--- src/rtl/hdmi_pcie_burst_reader.sv ---
// ----------------------------------------------------------------------------
// hdmi_pcie_burst_reader
//   Read-side consumer of the HDMI->PCIe prefetch FIFO. Pops DATA_WIDTH-bit
//   words in fixed BURST_LEN bursts, requests a DMA slot for every burst and
//   streams the words to the PCIe DMA engine through a registered valid/ready
//   stage. Tracks the burst index within a frame, advances the burst byte
//   address and pulses frame_done once the final burst of a frame is accepted.
//
// Ports
//   rd_clk, rd_rst            clock, asynchronous active-high reset
//   cap_en                    capture enable (level)
//   frame_start, frame_base   frame start pulse and frame base byte address
//   fifo_rd_en/vld/data       prefetch FIFO pop interface (show-ahead)
//   dma_req/ack/addr          per-burst DMA slot handshake and burst address
//   m_valid/ready/data/last   registered output stream
//   frame_done                1-cycle pulse at end of a complete frame
//   busy                      FSM is not idle
// ----------------------------------------------------------------------------
module hdmi_pcie_burst_reader #(
    parameter int DATA_WIDTH  = 128,
    parameter int BURST_LEN   = 16,
    parameter int FRAME_WORDS = 115200,
    parameter int ADDR_WIDTH  = 32
) (
    input  logic                  rd_clk,
    input  logic                  rd_rst,
    input  logic                  cap_en,
    input  logic                  frame_start,
    input  logic [ADDR_WIDTH-1:0] frame_base,
    output logic                  fifo_rd_en,
    input  logic                  fifo_rd_vld,
    input  logic [DATA_WIDTH-1:0] fifo_rd_data,
    output logic                  dma_req,
    input  logic                  dma_ack,
    output logic [ADDR_WIDTH-1:0] dma_addr,
    output logic                  m_valid,
    input  logic                  m_ready,
    output logic [DATA_WIDTH-1:0] m_data,
    output logic                  m_last,
    output logic                  frame_done,
    output logic                  busy
);

    localparam int NUM_BURSTS  = FRAME_WORDS / BURST_LEN;
    localparam int IDX_W       = $clog2(NUM_BURSTS + 1);
    localparam int CNT_W       = $clog2(BURST_LEN + 1);
    localparam int BURST_BYTES = BURST_LEN * (DATA_WIDTH / 8);

    localparam logic [1:0] ST_IDLE = 2'd0;
    localparam logic [1:0] ST_REQ  = 2'd1;
    localparam logic [1:0] ST_XFER = 2'd2;
    localparam logic [1:0] ST_NEXT = 2'd3;

    localparam logic [IDX_W-1:0]      LAST_IDX   = IDX_W'(NUM_BURSTS - 1);
    localparam logic [CNT_W-1:0]      CNT_FULL   = CNT_W'(BURST_LEN);
    localparam logic [CNT_W-1:0]      CNT_LAST   = CNT_W'(BURST_LEN - 1);
    localparam logic [CNT_W-1:0]      CNT_ONE    = CNT_W'(1);
    localparam logic [IDX_W-1:0]      IDX_ONE    = IDX_W'(1);
    localparam logic [ADDR_WIDTH-1:0] ADDR_STEP  = ADDR_WIDTH'(BURST_BYTES);

    logic [1:0]            state_r;
    logic [IDX_W-1:0]      burst_idx_r;
    logic [CNT_W-1:0]      issued_r;
    logic [CNT_W-1:0]      accepted_r;
    logic                  dma_req_r;
    logic [ADDR_WIDTH-1:0] dma_addr_r;
    logic                  m_valid_r;
    logic                  m_last_r;
    logic [DATA_WIDTH-1:0] m_data_r;
    logic                  frame_done_r;
    logic                  pop_s;
    logic                  accept_s;

    // Pop only in XFER, only a valid head word, never beyond the burst length,
    // and only when the output register is empty or being drained this cycle.
    always_comb begin
        pop_s = 1'b0;
        if (state_r == ST_XFER) begin
            pop_s = fifo_rd_vld & (issued_r < CNT_FULL) & (~m_valid_r | m_ready);
        end else begin
            pop_s = 1'b0;
        end
    end

    assign accept_s = m_valid_r & m_ready;

    // Burst sequencing FSM: DMA slot request, per-burst counters, frame progress.
    always_ff @(posedge rd_clk or posedge rd_rst) begin
        if (rd_rst) begin
            state_r      <= ST_IDLE;
            burst_idx_r  <= '0;
            issued_r     <= '0;
            accepted_r   <= '0;
            dma_req_r    <= 1'b0;
            dma_addr_r   <= '0;
            frame_done_r <= 1'b0;
        end else begin
            frame_done_r <= 1'b0;
            case (state_r)
                ST_IDLE: begin
                    if (frame_start && cap_en) begin
                        state_r     <= ST_REQ;
                        dma_req_r   <= 1'b1;
                        dma_addr_r  <= frame_base;
                        burst_idx_r <= '0;
                    end
                end
                ST_REQ: begin
                    if (dma_ack) begin
                        state_r    <= ST_XFER;
                        dma_req_r  <= 1'b0;
                        issued_r   <= '0;
                        accepted_r <= '0;
                    end
                end
                ST_XFER: begin
                    if (pop_s) begin
                        issued_r <= issued_r + CNT_ONE;
                    end
                    if (accept_s) begin
                        accepted_r <= accepted_r + CNT_ONE;
                        // m_last only ever marks the final beat of this burst
                        if (m_last_r) begin
                            state_r <= ST_NEXT;
                        end
                    end
                end
                ST_NEXT: begin
                    burst_idx_r <= burst_idx_r + IDX_ONE;
                    if (burst_idx_r == LAST_IDX) begin
                        frame_done_r <= 1'b1;
                        state_r      <= ST_IDLE;
                    end else if (!cap_en) begin
                        // capture stopped: abort quietly at the burst boundary
                        state_r <= ST_IDLE;
                    end else begin
                        state_r    <= ST_REQ;
                        dma_req_r  <= 1'b1;
                        // running address wraps modulo 2^ADDR_WIDTH
                        dma_addr_r <= dma_addr_r + ADDR_STEP;
                    end
                end
                default: begin
                    state_r   <= ST_IDLE;
                    dma_req_r <= 1'b0;
                end
            endcase
        end
    end

    // Registered output stage: load on pop, clear on an accept without refill.
    always_ff @(posedge rd_clk or posedge rd_rst) begin
        if (rd_rst) begin
            m_valid_r <= 1'b0;
            m_last_r  <= 1'b0;
            m_data_r  <= '0;
        end else if (pop_s) begin
            m_data_r  <= fifo_rd_data;
            m_valid_r <= 1'b1;
            m_last_r  <= (issued_r == CNT_LAST);
        end else if (accept_s) begin
            m_valid_r <= 1'b0;
            m_last_r  <= 1'b0;
        end
    end

    assign fifo_rd_en = pop_s;
    assign dma_req    = dma_req_r;
    assign dma_addr   = dma_addr_r;
    assign m_valid    = m_valid_r;
    assign m_last     = m_last_r;
    assign m_data     = m_data_r;
    assign frame_done = frame_done_r;
    assign busy       = (state_r != ST_IDLE);

endmodule

--- config.mk ---
export PLATFORM = sky130hd
export DESIGN_NAME = hdmi_pcie_burst_reader
export DESIGN_NICKNAME = d
export VERILOG_FILES = /design/src/rtl/hdmi_pcie_burst_reader.sv
export SDC_FILE = /design/constraint.sdc
export NUM_CORES = 1
export LEC_CHECK = 0
export BUFFER_PORTS_ARGS = -buffer_cell sky130_fd_sc_hd__buf_2
export CAP_MARGIN = 30
export CORE_ASPECT_RATIO = 2
export CORE_MARGIN = 5
export CORE_UTILIZATION = 52
export CTS_CLUSTER_DIAMETER = 120
export DETAILED_ROUTE_END_ITERATION = 10
export PLACE_DENSITY_LB_ADDON = 0.15
export SYNTH_ARGS = -nofsm -noshare
export SYNTH_HDL_FRONTEND = slang
export SYNTH_SLANG_ARGS = --single-unit
--- constraint.sdc ---
create_clock -name rd_clk -period 12.4 [get_ports rd_clk]
set_input_delay 2.48 -clock rd_clk [delete_from_list [all_inputs] [get_ports rd_clk]]
set_output_delay 2.48 -clock rd_clk [all_outputs]
set_load 0.03 [all_outputs]
Word-level counts from Yosys, hierarchy flattened
Cells that the tools add are included.
Widths: inputs -> output; s select.
{"block": "totals", "regBits": 184, "inputBits": 167, "out_inout_bits": 166, "elab_cells": 69}
{"block": "op_classes", "n_addsub": 3, "n_lt_le_gt_ge": 1, "eq_ne": 12, "mux": 27, "bitwise_logic": 5, "n_reduce_logical": 12}
{"cell": "$mux 32", "n": 3}
{"cell": "$pmux 32 s2", "n": 1}
{"cell": "$add 32x9->32 const B", "n": 1}
{"cell": "$pmux 13 s2", "n": 1}
{"cell": "$ne 2x2->1 const B", "n": 7}
{"cell": "$add 13x1->13 const B", "n": 1}
{"cell": "$eq 13x13->1 const B", "n": 1}
{"cell": "$mux 13", "n": 1}
{"cell": "$mux 1", "n": 12}
{"cell": "$mux 5", "n": 2}
{"cell": "$pmux 5 s2", "n": 1}
{"cell": "$mux 2", "n": 4}
{"cell": "$pmux 2 s4", "n": 1}
{"cell": "$reduce_and 4->1", "n": 2}
{"cell": "$reduce_bool 2->1", "n": 4}
{"cell": "$add 5x1->5 const B", "n": 1}
{"cell": "$eq 5x4->1 const B", "n": 1}
{"cell": "$lt 5x5->1 const B", "n": 1}
{"cell": "$reduce_and 5->1", "n": 1}
{"cell": "$eq 2x2->1 const B", "n": 2}
{"cell": "$and 1x1->1", "n": 3}
{"cell": "$pmux 1 s3", "n": 1}
{"cell": "$reduce_and 3->1", "n": 1}
{"cell": "$reduce_bool 3->1", "n": 1}
{"cell": "other kinds (6)", "n": 6}

Depth between registers and ports, before layout
{"block": "logic_depth", "ltp_word": 6, "depth_mapped": 9}

Worst setup path before layout
Ideal clock, no wire load.
{"block": "synth_path", "path_type": "in2out", "startpoint": "input m_ready", "endpoint": "output fifo_rd_en", "arrival_time_ps": 3419, "required_time_ps": 9920, "slack_ps": 6501, "path_stages": 4, "path_buffers": 1, "cell_sequence": "nand2b_1 -> nand4_1 -> inv_2 -> clkbuf_1"}
{"block": "synth_via", "elab_chain_cells": 3}
{"item": "start: declaration", "line_no": "37", "text": "input logic m_ready,"}
{"item": "$or 1x1->1", "line_no": "79", "text": "pop_s = fifo_rd_vld & (issued_r < CNT_FULL) & (~m_valid_r | m_ready);"}
{"item": "$and 1x1->1", "line_no": "79"}
{"item": "$mux 1", "line_no": "78", "text": "if (state_r == ST_XFER) begin"}
{"item": "end: declaration", "line_no": "30", "text": "output logic fifo_rd_en,"}
Every way passes these cells.

Worst setup path in the final report
Same ends and word-level chain as after synthesis.

==> out/metrics.yaml <==
power.total_mw: 2.94
clk_path_buf_depth: 2
core_area_um2: 15300
detail-route-antenna-nets: 0
yosys.area.top_type_share_pct: 57.2
synthArstFlopShare_pct: 100
cp-start-kind: "primary input"
gp_congestion: 0.837
antenna_found_initial: 2
synthToLayoutAreaGrowth_pct: 29.1
die_h_um: 186
top_usage_layer: "met2"
cts_tree: "yes"
maxCapViolCount: 0
fin_crit_sh_pct: 48.9
cts-root-buf: "clkbuf_16"
hold_path_startpoint: "m_data[122]"
synth-xor-area-share_pct: 0.871
critical_path_class: "in2out"
clkPwrFrac_pct: 17.9
post-dp-hpwl_um: 17400
post_dp_cell_area_um2: 9810
grt_util_all_layers_pct: 25.7
cts-hold-fix-buffers: 0
grt_pass1_wl_um: 37400
numPortBuffers: 332
grt.overflow.total: 0
end_kind: "primary output"
die_x_um: 97.9
synth-compound-area-share_pct: 8.87
path_clk_slew_ns: 0.07
yosysWarningCount: 0
ys_ff_latch: 184
cp_max_fo: 45
crit_chain: "buf_2, nand2b_1, nand4_1, inv_4, buf_2"
p_int_mw: 1.55
finalSetupTns_ns: 0
post_cts_resized: 0
synthAdderAreaFrac_pct: 1.40
post-route-min-period_ns: 6.06
drt_iter0_drc: 272
num_io_pins: 333
drcViolationCount: 0
row_count: 64
drv_slew: 0
synth_edf_count: 0
syn_inst: 904
num_vias: 7261
synth_top_family_by_area: "simple AND/OR/NAND/NOR gates"
ys.flop_type: "dfrtp_1"
seqPwrFrac_pct: 34.9
outcome: "complete, no violations"
yosysSeqAreaShare_pct: 57.2
critPathRequiredTime_ns: 9.92
fmax_ghz: 0.165
syn_nets: 1080
utilization_pct: 67.9
worst-r2r-setup-slack_ns: 9.54
cts_setup_buffers: 0
power.switching_mw: 1.39
die_area_um2: 18200
wirelength_um: 23600
cp_common_cell: "buf_2"
p_leak_nw: 5.74
finClkSkew_ns: 0.0101
max_stage_delay_ns: 0.42
path_buf_inv: 3
synthTopCellsByCount: "439 x nand2_1, 184 x dfrtp_1, 33 x o21ai_0"
tightest_slew_ns: 0.906
fin_nets: 1393
first_pass_iters: 5
clock-sinks: 184
wire_per_inst_um: 16.5
setup_viol_count_final: 0
h-tree-depth: 4
hold_class: "reg2reg"
use_met1_pct: 27.9
swShare_pct: 47.3
synth-simple-area-share_pct: 27.7
crit_family: "buffers and inverters"
synthTopCellsByArea: "dfrtp_1 57%, nand2_1 20%, o21ai_0 2.1%"
syn_area_per_cell_um2: 8.90
r2r-start: "state_r[0]"
synth_top_area_cell: "dfrtp_1"
pwr-share-comb_pct: 47.2
r2r-end: "issued_r[0]"
grt_max_degree: 92
whs_path_depth: 2
r2r_cells: 8
cp_slowest_cell: "inv_4"
grtUsageMet3_pct: 8.33
relSlewSlack_pct: 39.6
grt_pass1_vias: 7540
power_density_nw_per_um2: 283
worstPathArrival_ns: 3.58
numCtsBuffers: 17
vias_per_cell: 5.08
drive_above_1_share_pct: 32.1
hold_violations: 0
start_util_pct: 52.6
fillers: 1319
synth_area_um2: 8040
yosys.cell_count.top_type: "nand2_1"
fin_area_um2: 10400
clk_latency_ns: 0.43
rsz0062_at_grt: "false"
min_to: "m_data[122]"
use_met2_pct: 46.0
peakVddDrop_mv: 0.171
synthMuxAreaShare_pct: 0.373
synth_cell_types: 57
[worst max-delay path by stage]
| stage | start | endpoint | slack [ns] | cells after the start |
|---|---|---|---|---|
| floorplan | rd_rst | burst_idx_r[0] | 4.92 | 1 |
| global placement | m_ready | fifo_rd_en | 6.35 | 5 |
| detailed placement | m_ready | fifo_rd_en | 6.34 | 5 |
| CTS | m_ready | fifo_rd_en | 6.34 | 5 |
| global route | m_ready | fifo_rd_en | 6.25 | 5 |
| finish | m_ready | fifo_rd_en | 6.34 | 5 |
[registers in the layout, summed over array words and instances, names as in the netlist]
signal,flops
m_data,128
dma_addr,32
burst_idx_r,13
issued_r,5
state_r,2
dma_req,1
frame_done,1
m_last,1
m_valid,1
[layout by cell type (no fill, tap or decap), types with 5 or more instances in the layout]
cell type	synthesis	routed
dfrtp_1	184	184
and3_1	5	5
buf_4	1	5
nor3_1	6	6
inv_1	11	10
nor4_1	5	5
o21ai_0	33	33
o22ai_1	12	12
a21oi_1	25	25
or3_1	5	5
a2bb2oi_1	8	8
buf_2	2	332
nand2_1	439	439
a2bb2oi_2	8	8
ha_1	9	8
nand4_1	10	10
nand3_1	27	27
clkbuf_16	0	17
nor2_1	25	25
[through the flow]
stage          instances  hold WS (ns)  setup slack [ns]
5_1_grt             1430         0.488              6.25
3_3_place_gp        1394         0.453              6.35
4_1_cts             1428         0.474              6.34
6_report            1430         0.471              6.34
3_5_place_dp        1396         0.457              6.34
2_1_floorplan        904         0.477              4.92
[cell type report]
cell class                      instances  area [um^2]  share of cell area [%]
Antenna cell                            2         5.00                  0.0482
Clock buffer                           19          453                    4.36
Clock inverter                         13          119                    1.14
Inverter                               12         52.6                   0.506
Multi-Input combinational cell        663         3150                    30.4
Sequential cell                       184         4600                    44.3
Tap cell                              198          248                    2.39
Timing Repair Buffer                  339         1750                    16.8
[layer usage]
| metal | share of wire, % | up-vias |
|---|---|---|
| met4 | 2.8 | 0 |
| met3 | 7.7 | 43 |
| li1 | - | 3564 |
| met5 | 0 | - |
| met2 | 54 | 260 |
| met1 | 36 | 3394 |
[logic make-up (layout without fill, tap and decap cells)]
| logic type | after synthesis | after routing |
|---|---|---|
| adders and majority gates | 9 | 9 |
| AOI/OAI and AO/OA | 104 | 104 |
| and+or+nand+nor | 539 | 539 |
| DFF | 184 | 184 |
| other | 0 | 2 |
| xor gates and xnor gates | 8 | 8 |
| muxes | 3 | 3 |
| buffers and inverters | 57 | 383 |
[power by group through the flow]
| stage | Clock (mW) | Combinational, mW | Sequential (mW) |
|---|---|---|---|
| finish | 0.527 | 1.39 | 1.02 |
| global placement | 0 | 1.37 | 1.02 |
| CTS | 0.536 | 1.40 | 1.02 |
| detailed placement | 0 | 1.40 | 1.02 |
| global route | 0.562 | 1.50 | 1.06 |
| floorplan | 0 | 0.517 | 1.49 |
[worst register-to-register path, cell delays in order (launching register included)]
cell	delay, ns
dfrtp_1	0.42
inv_1	0.14
ha_1	0.31
nand4_1	0.21
inv_4	0.42
buf_4	0.78
nand2_1	0.18
o21ai_0	0.21
a22o_1	0.14
Power figures use the tool's default switching activity.
